<file path="src/rtl/obstacle_pkg.sv">
// Shared types and constants for the obstacle scheduler slice.
package obstacle_pkg;

    localparam int X_W = 8;
    localparam int Y_W = 6;

    localparam logic [X_W-1:0] X_START_DEF   = 8'd159;
    localparam int             SPAWN_GAP_DEF = 40;

    typedef enum logic [3:0] {
        IDLE       = 4'd0,
        SPAWN      = 4'd1,
        SCAN       = 4'd2,
        ERASE_REQ  = 4'd3,
        ERASE_WAIT = 4'd4,
        MOVE       = 4'd5,
        DRAW_REQ   = 4'd6,
        DRAW_WAIT  = 4'd7,
        NEXT       = 4'd8
    } sched_state_t;

endpackage

</file>
<file path="src/rtl/obstacle_scheduler_if.sv">
// Request/complete bus between the scheduler and the shared frame drawer.
interface obstacle_scheduler_if;
    import obstacle_pkg::*;

    logic           drw_req;
    logic [X_W-1:0] drw_x;
    logic [Y_W-1:0] drw_y;
    logic           drw_erase;
    logic           drw_done;

    modport master (output drw_req, drw_x, drw_y, drw_erase, input drw_done);
    modport slave  (input drw_req, drw_x, drw_y, drw_erase, output drw_done);

endinterface

</file>
<file path="src/rtl/obstacle_scheduler_spawn_timer.sv">
// Spawn-gap down-counter: reloads on a spawn, counts down once per pass
// otherwise, and parks at zero until a spawn actually happens.
module spawn_timer #(
    parameter int GAP = 40,
    parameter int W   = 6
) (
    input  logic clk,
    input  logic resetn,
    input  logic step,
    input  logic load,
    output logic zero
);

    logic [W-1:0] cnt;

    // Gap counter; load wins over step.
    always_ff @(posedge clk) begin
        if (!resetn) begin
            cnt <= '0;
        end else if (load) begin
            cnt <= W'(GAP - 1);
        end else if (step && cnt != '0) begin
            cnt <= cnt - 1'b1;
        end
    end

    assign zero = (cnt == '0);

endmodule

</file>
<file path="src/rtl/obstacle_scheduler.sv">
// Obstacle pool sequencer: per frame tick, optionally spawns one obstacle at
// the right edge, then walks every active slot erase -> move left -> draw
// through the single shared frame drawer.
//
// state      | meaning
// -----------+-----------------------------------------------------------
// IDLE       | waiting for tick && enable
// SPAWN      | load lowest free slot if the gap timer allows, reset index
// SCAN       | test slot[idx] active
// ERASE_REQ  | erase request pulse at old position
// ERASE_WAIT | wait for drawer completion
// MOVE       | retire slot at x==0, otherwise x-1
// DRAW_REQ   | draw request pulse at new position
// DRAW_WAIT  | wait for drawer completion
// NEXT       | advance index or finish the pass
module obstacle_scheduler
    import obstacle_pkg::*;
#(
    parameter int             NUM_SLOTS = 4,
    parameter logic [X_W-1:0] X_START   = X_START_DEF,
    parameter int             SPAWN_GAP = SPAWN_GAP_DEF,
    parameter int             GAP_W     = 6
) (
    input  logic                  clk,
    input  logic                  resetn,
    input  logic                  enable,
    input  logic                  tick,
    input  logic [Y_W-1:0]        rand_y,
    output logic                  spawn_ack,
    obstacle_scheduler_if.master  drw,
    output logic                  busy,
    output logic [NUM_SLOTS-1:0]  active_mask
);

    localparam int IDX_W = $clog2(NUM_SLOTS);

    sched_state_t         state;
    logic [IDX_W-1:0]     idx;
    logic [X_W-1:0]       slot_x [NUM_SLOTS];
    logic [Y_W-1:0]       slot_y [NUM_SLOTS];
    logic [NUM_SLOTS-1:0] slot_act;

    logic                 free_found;
    logic [IDX_W-1:0]     free_idx;
    logic                 timer_zero;
    logic                 timer_load;
    logic                 timer_step;

    // Lowest-index free slot (scan downwards so the lowest index wins).
    always_comb begin
        free_found = 1'b0;
        free_idx   = '0;
        for (int i = NUM_SLOTS - 1; i >= 0; i--) begin
            if (!slot_act[i]) begin
                free_found = 1'b1;
                free_idx   = IDX_W'(i);
            end
        end
    end

    // spawn_ack is decided on the IDLE->SPAWN edge, so in SPAWN it doubles as
    // the "spawn happens this pass" flag for both the slot load and the timer.
    assign timer_load = (state == SPAWN) && spawn_ack;
    assign timer_step = (state == SPAWN) && !spawn_ack;

    spawn_timer #(
        .GAP (SPAWN_GAP),
        .W   (GAP_W)
    ) u_spawn_timer (
        .clk    (clk),
        .resetn (resetn),
        .step   (timer_step),
        .load   (timer_load),
        .zero   (timer_zero)
    );

    // Sequencer, slot register file and registered drawer outputs.
    always_ff @(posedge clk) begin
        if (!resetn) begin
            state         <= IDLE;
            idx           <= '0;
            slot_act      <= '0;
            for (int i = 0; i < NUM_SLOTS; i++) begin
                slot_x[i] <= '0;
                slot_y[i] <= '0;
            end
            spawn_ack     <= 1'b0;
            drw.drw_req   <= 1'b0;
            drw.drw_x     <= '0;
            drw.drw_y     <= '0;
            drw.drw_erase <= 1'b0;
        end else begin
            spawn_ack   <= 1'b0;
            drw.drw_req <= 1'b0;
            case (state)
                IDLE: begin
                    if (tick && enable) begin
                        spawn_ack <= timer_zero && free_found;
                        state     <= SPAWN;
                    end
                end
                SPAWN: begin
                    if (spawn_ack) begin
                        slot_x[free_idx]   <= X_START;
                        slot_y[free_idx]   <= rand_y;
                        slot_act[free_idx] <= 1'b1;
                    end
                    idx   <= '0;
                    state <= SCAN;
                end
                SCAN: begin
                    if (slot_act[idx]) begin
                        drw.drw_req   <= 1'b1;
                        drw.drw_x     <= slot_x[idx];
                        drw.drw_y     <= slot_y[idx];
                        drw.drw_erase <= 1'b1;
                        state         <= ERASE_REQ;
                    end else begin
                        state <= NEXT;
                    end
                end
                ERASE_REQ:  state <= ERASE_WAIT;
                ERASE_WAIT: if (drw.drw_done) state <= MOVE;
                MOVE: begin
                    if (slot_x[idx] == '0) begin
                        slot_act[idx] <= 1'b0;
                        state         <= NEXT;
                    end else begin
                        slot_x[idx]   <= slot_x[idx] - 1'b1;
                        drw.drw_req   <= 1'b1;
                        drw.drw_x     <= slot_x[idx] - 1'b1;
                        drw.drw_y     <= slot_y[idx];
                        drw.drw_erase <= 1'b0;
                        state         <= DRAW_REQ;
                    end
                end
                DRAW_REQ:  state <= DRAW_WAIT;
                DRAW_WAIT: if (drw.drw_done) state <= NEXT;
                NEXT: begin
                    if (idx == IDX_W'(NUM_SLOTS - 1)) begin
                        state <= IDLE;
                    end else begin
                        idx   <= idx + 1'b1;
                        state <= SCAN;
                    end
                end
                default: state <= IDLE;
            endcase
        end
    end

    assign busy        = (state != IDLE);
    assign active_mask = slot_act;

endmodule

</file>
<file path="src/flat_wrapper.sv">
// flat-port wrapper written by rule: the top's interface ports become plain ports
module obstacle_scheduler_flat import obstacle_pkg::*;
#(
    parameter int             NUM_SLOTS = 4,
    parameter logic [X_W-1:0] X_START   = X_START_DEF,
    parameter int             SPAWN_GAP = SPAWN_GAP_DEF,
    parameter int             GAP_W     = 6
)
  (clk, resetn, enable, tick, rand_y, spawn_ack, busy, active_mask, drw_drw_req, drw_drw_x, drw_drw_y, drw_drw_erase, drw_drw_done);
  obstacle_scheduler_if drw_i ();
  input  logic clk;
  input  logic resetn;
  input  logic enable;
  input  logic tick;
  input  logic [Y_W-1:0] rand_y;
  output logic spawn_ack;
  output logic busy;
  output logic [NUM_SLOTS-1:0] active_mask;
  output wire logic [$bits(drw_i.drw_req)-1:0] drw_drw_req;
  output wire logic [$bits(drw_i.drw_x)-1:0] drw_drw_x;
  output wire logic [$bits(drw_i.drw_y)-1:0] drw_drw_y;
  output wire logic [$bits(drw_i.drw_erase)-1:0] drw_drw_erase;
  input wire logic [$bits(drw_i.drw_done)-1:0] drw_drw_done;
  assign drw_drw_req = drw_i.drw_req;
  assign drw_drw_x = drw_i.drw_x;
  assign drw_drw_y = drw_i.drw_y;
  assign drw_drw_erase = drw_i.drw_erase;
  assign drw_i.drw_done = drw_drw_done;
  obstacle_scheduler #(.NUM_SLOTS(NUM_SLOTS), .X_START(X_START), .SPAWN_GAP(SPAWN_GAP), .GAP_W(GAP_W)) u_core (.clk(clk), .resetn(resetn), .enable(enable), .tick(tick), .rand_y(rand_y), .spawn_ack(spawn_ack), .drw(drw_i), .busy(busy), .active_mask(active_mask));
endmodule
</file>
<file path="config.mk">
export PLATFORM = sky130hd
export DESIGN_NAME = obstacle_scheduler_flat
export DESIGN_NICKNAME = d
export VERILOG_FILES = /design/src/rtl/obstacle_pkg.sv /design/src/rtl/obstacle_scheduler_if.sv /design/src/rtl/obstacle_scheduler_spawn_timer.sv /design/src/rtl/obstacle_scheduler.sv /design/src/flat_wrapper.sv
export SDC_FILE = /design/constraint.sdc
export NUM_CORES = 1
export LEC_CHECK = 0
export BUFFER_PORTS_ARGS = -buffer_cell sky130_fd_sc_hd__buf_2
export CAP_MARGIN = 10
export CORE_MARGIN = 1
export CORE_UTILIZATION = 30
export CTS_BUF_LIST = sky130_fd_sc_hd__clkbuf_4 sky130_fd_sc_hd__clkbuf_8
export DETAILED_ROUTE_END_ITERATION = 8
export PLACE_DENSITY_LB_ADDON = 0.3
export SLEW_MARGIN = 20
export SYNTH_ARGS = -nofsm -noshare
export SYNTH_HDL_FRONTEND = slang
export SYNTH_HIERARCHICAL = 1
export SYNTH_SLANG_ARGS = --single-unit
</file>
<file path="constraint.sdc">
create_clock -name clk -period 3.2 [get_ports clk]
set_input_delay 0.16 -clock clk [delete_from_list [all_inputs] [get_ports clk]]
set_output_delay 0.16 -clock clk [all_outputs]
set_load 0.005 [all_outputs]
</file>
After elaboration in Yosys (flattened, before gate mapping)
Memory sizes are Yosys's and may differ from the RTL's. A register that Yosys moved wholly into a read port is not among the register bits. Cells that the tools add are included.

Memories kept: 2. Memory bits (read-only): 0. Input port bits: 11. Output and inout port bits: 22. Register bits after elaboration: 33. Bits in writable memories: 56. Latch bits: 0.

Memory list: u_core.slot_x (depth 4, bits a word 8, read ports 1, clocked after Yosys merged registers in 1, wr ports 4, line obstacle_scheduler.sv:39) `logic [X_W-1:0] slot_x [NUM_SLOTS];`; u_core.slot_y (depth 4, bits a word 6, read ports 1, clocked after Yosys merged registers in 1, wr ports 4, line obstacle_scheduler.sv:40) `logic [Y_W-1:0] slot_y [NUM_SLOTS];`.

Add/sub/neg operators: 3. Eq/ne operators: 17. Multiplexer cells: 61. Magnitude comparators: 4. Bitwise gates (word level): 4. Multiply operators: 0. Shift operators: 0. Reduce and logical (&&, ||, !) cells: 26. Div/mod/pow operators: 0.

Operators by type and width (count): case mux 4 bit (9 select lines) (1); two-way mux 8 bit (4); two-way mux 6 bit (5); two-way mux 4 bit (7); two-way mux 2 bit (13); two-way mux 1 bit (22); == test 4 x 3 -> 1 bit, second input constant (4); case mux 8 bit (2 select lines) (1); OR reduction 8 bit (2); case mux 6 bit (2 select lines) (1); AND reduction 3 bit (4); == test 4 x 2 -> 1 bit, second input constant (2); zero test 8 bit (1); != test 2 x 1 -> 1 bit, second input constant (4); != test 2 bit, second input constant (4); case mux 4 bit (2 select lines) (1); nonzero test 2 bit (4); subtractor 8 x 1 -> 8 bit, second input constant (1); logical AND 1 bit (7); zero test 6 bit (1); less-than comparator 2 x 3 -> 1 bit, second input constant (2); nonzero test 6 bit (1); OR reduction 6 bit (1); subtractor 6 x 1 -> 6 bit, second input constant (1); other kinds (18) (21).

Longest topological paths before layout
Depth after elaboration: 11. Mapped depth: 11.

Cells and area by module
The synthesis kept the hierarchy.

Modules (own cells, without submodules): obstacle_scheduler (area each 4134.0 µm², cells an instance 366, times used 1); spawn_timer (area each 364.1 µm², cells an instance 39, times used 1).

Least setup slack after synthesis
No wires, ideal clock.

Path type: register to register. Start point: reg with a tool-made name. End point: mem u_core.slot_x[1][0] (enable). Stages on the path, launching flop included: 11. Path slack: 0.022 ns. Library setup time: 0.301 ns. Data arrival time: 2.877 ns. Buffers on the path: 2. Required time: 2.899 ns. Path through: dfxtp_1 buf_6 buf_2 mux4_2 inv_1 ha_1 nand4_1 a211oi_4 a2111oi_0 o21ai_2 nand2_1.

RTL lines (line): to (decl) (obstacle_scheduler.sv:39).

==> results.sh <==
export IMPL_fmax_mhz=336
export IMPL_totalWireLength_um=10700
export IMPL_peakVddDrop_mv=0.220
export IMPL_cts_tree="yes"
export IMPL_fin_cells=639
export IMPL_critical_path_class="flip-flop to flip-flop"
export IMPL_finalCritPeriodShare=0.930
export IMPL_drt_first_pass_iters=4
export IMPL_htreeDepth=3
export IMPL_hold_viol=0
export IMPL_arrival_ps=3090
export IMPL_fin_skew_ps=10.3
export IMPL_grt_max_degree=24
export IMPL_dr_wl_met2_um=5250
export IMPL_ys_types=57
export IMPL_ys_ff_latch=91
export IMPL_cp_endpoint="u_core/slot_x[1][0]$_SDFFCE_PN0P_"
export IMPL_power_internal_uw=1780
export IMPL_drt_met1_wl_um=4800
export IMPL_grt_usage=0.144
export IMPL_hold_class="primary input to flip-flop"
export IMPL_floorplan_initialDensity=0.308
export IMPL_postPlaceCellArea_sq_mm=0.00494
export IMPL_top_layer="met4"
export IMPL_gp_congestion=0.838
export IMPL_worstSetupStartpointType="flip-flop"
export IMPL_leakage_uw=0.00190
export IMPL_p_comb_frac=0.108
export IMPL_clkTransAtPathRegs_ps=90
export IMPL_synth_cells=405
export IMPL_worst_ep_required_time_ps=3320
export IMPL_setup_violations_final=0
export IMPL_drc=0
export IMPL_dpl_cell_count=623
export IMPL_root_buffer="clkbuf_8"
export IMPL_core_sq_mm=0.0146
export IMPL_slew_viol_final=0
export IMPL_hold_slack_ps=24.5
export IMPL_seq_power_share=0.548
export IMPL_slew_headroom=0.506
export IMPL_route_met3_wl_um=470
export IMPL_die_y_um=124
export IMPL_io_pins=33
export IMPL_r2r_end="u_core/slot_x[1][0]$_SDFFCE_PN0P_"
export IMPL_grt_pass1_wl_um=17100
export IMPL_grt_ovfl_total=0
export IMPL_netlist_area_sq_mm=0.00450
export IMPL_syn_avg_cell_area_sq_um=11.1
export IMPL_yosys_top_cells_area="edfxtp_1 37%, dfxtp_1 16%, mux4_2 7.5%"
export IMPL_core_rowCount=44
export IMPL_status="complete, no violations"
export IMPL_clkSinkCount=91
export IMPL_die_x_um=124
export IMPL_synthArstFlopShare=0
export IMPL_switching_power_uw=609
export IMPL_reg2reg_depth=9
export IMPL_routed_via_count=3231
export IMPL_drive_gt1_frac=0.226
export IMPL_final_cell_area_sq_mm=0.00518
export IMPL_cap_violations=0
export IMPL_rsz0062_at_grt="false"
export IMPL_numCtsBuffers=9
export IMPL_seq_area_frac_synth=0.530
export IMPL_worstPathMaxFanout=6
export IMPL_worst_skew_pair_late_latency_ps=370
export IMPL_final_nets=468
export IMPL_insertedDiodeCount=0
export IMPL_detail_route_antenna_nets=0
export IMPL_drt_iter0_markers=146
export IMPL_area_growth_pct=15.1
export IMPL_first_global_vias=3139
export IMPL_utilization=0.355
export IMPL_yosysTopAreaCell="edfxtp_1"
export IMPL_hpwl_um=7530
export IMPL_ys_warn_count=6
export IMPL_vias_per_cell=5.06
export IMPL_dieArea_sq_mm=0.0155
export IMPL_synth_edff_count=56
export IMPL_crit_path_end_kind="flip-flop"
export IMPL_p_clk_frac=0.345
export IMPL_postCtsSetupRepairBufs=0
export IMPL_clock_path_buffers=2
export IMPL_switching_share=0.255
export IMPL_p_per_area_mw_per_mm2=462
export IMPL_regToRegSetupSlack_ps=220
export IMPL_wire_per_inst_um=16.7
export IMPL_port_buffers=32
export IMPL_syn_nets=423
export IMPL_setup_tns_ps=0
export IMPL_worstMarginPinSlew_ps=722
export IMPL_synth_top_area_frac=0.374
export IMPL_antenna_found_initial=0
export IMPL_layout_min_cycle_time_ps=2980
export IMPL_synthFlopType="edfxtp_1"
kinds of logic after synthesis:
logic type / count (synthesis) / synth area share
multiplexers: 26 / 0.0999
XOR/XNOR: 10 / 0.0195
flip-flops: 91 / 0.530
AO/OA/AOI/OAI: 74 / 0.114
adder cells (fa/ha/maj): 7 / 0.0195
AND/OR/NAND/NOR: 158 / 0.177
buffers and inverters: 39 / 0.0398
power by group through the flow:
stage / registers (uW) / clock network (uW) / logic [uW]
floorplan: 1320 / 0 / 187
global placement: 1330 / 0 / 253
detailed placement: 1340 / 0 / 254
CTS: 1310 / 851 / 256
global route: 1320 / 898 / 285
finish: 1310 / 825 / 257
per-stage QoR:
step           worst slack [ps]  total power [uW]
2_1_floorplan              21.8              1510
3_3_place_gp                179              1590
3_5_place_dp                186              1590
4_1_cts                     162              2420
5_1_grt                    38.4              2500
6_report                    224              2390
worst min path at each step:
stage,startpoint,endpoint,depth (start not counted)
2_1_floorplan,enable,u_core/spawn_ack$_SDFF_PN0_,2
3_3_place_gp,enable,u_core/spawn_ack$_SDFF_PN0_,3
3_5_place_dp,enable,u_core/spawn_ack$_SDFF_PN0_,3
4_1_cts,enable,u_core/spawn_ack$_SDFF_PN0_,3
5_1_grt,enable,u_core/spawn_ack$_SDFF_PN0_,3
6_report,enable,u_core/spawn_ack$_SDFF_PN0_,3
per-layer routing:
| layer | global-route usage | vias to the layer above |
|---|---|---|
| li1 | - | 1556 |
| met1 | 0.185 | 1586 |
| met2 | 0.229 | 78 |
| met3 | 0.0391 | 11 |
| met4 | 0.0532 | 0 |
| met5 | 0 | - |
what timing repair did:
action,in CTS,in global routing
gates resized for setup,0,7
endpoints found under the setup margin,0,25
hold buffers,0,0
critical path, stage by stage, from the launching register on:
cell,delay [ps]
dfxtp_1,450
mux4_2,590
inv_1,120
ha_1,220
nand4_1,260
a211oi_4,410
buf_4,210
nor2_1,110
a21oi_2,280
nor2_1,80
cell type report:
class | instances | area (sq um)
fill | 1435 | 9410
clock buffer | 11 | 145
multi-input combinational | 275 | 1970
tap | 184 | 230
inverter | 20 | 75.1
sequential | 91 | 2380
timing repair buffer | 53 | 318
clock inverter | 5 | 61.3
flip-flops by register name (all words and copies together) (netlist names), named ones only:
register	count
u_core/active_mask	4
u_core/spawn_ack	1
u_core/drw.drw_erase	1
u_core/slot_x	32
u_core/drw.drw_req	1
u_core/state	4
u_core/slot_y	24
u_core/idx	2
u_core/u_spawn_timer/cnt	6
u_core/drw.drw_y	6
u_core/drw.drw_x	8
synthesized netlist by cell type (5+ instances only):
| library cell | count |
|---|---|
| a211oi_1 | 10 |
| a21oi_1 | 18 |
| and2_1 | 25 |
| clkbuf_1 | 10 |
| dfxtp_1 | 35 |
| edfxtp_1 | 56 |
| ha_1 | 7 |
| inv_1 | 19 |
| mux2i_1 | 10 |
| mux4_2 | 15 |
| nand2_1 | 27 |
| nand2b_1 | 6 |
| nor2_1 | 58 |
| nor2b_1 | 7 |
| nor3_1 | 8 |
| nor4b_1 | 5 |
| o21ai_0 | 17 |
| xnor2_1 | 6 |
layout by cell type (no fill, tap or decap), types with 3 or more instances in the layout:
cell,Yosys,layout
dfxtp_1,35,35
nand2_1,27,25
buf_4,0,21
nor3_1,8,7
clkbuf_8,0,10
mux4_2,15,15
ha_1,7,7
a21oi_1,18,15
edfxtp_1,56,56
o31ai_1,4,4
nor4b_1,5,5
xnor2_1,6,6
a21oi_2,0,3
nand2b_1,6,6
o21ai_0,17,17
a311oi_1,3,3
buf_2,2,32
inv_1,19,19
a211oi_1,10,10
and2_1,25,25
mux2i_1,10,10
nor2_1,58,58
or3_1,3,3
nand3_1,4,4
nor2b_1,7,7
clkinvlp_4,0,3
xor2_1,4,4
or2_2,3,3
Note: power is estimated with default switching activity, not from simulation.
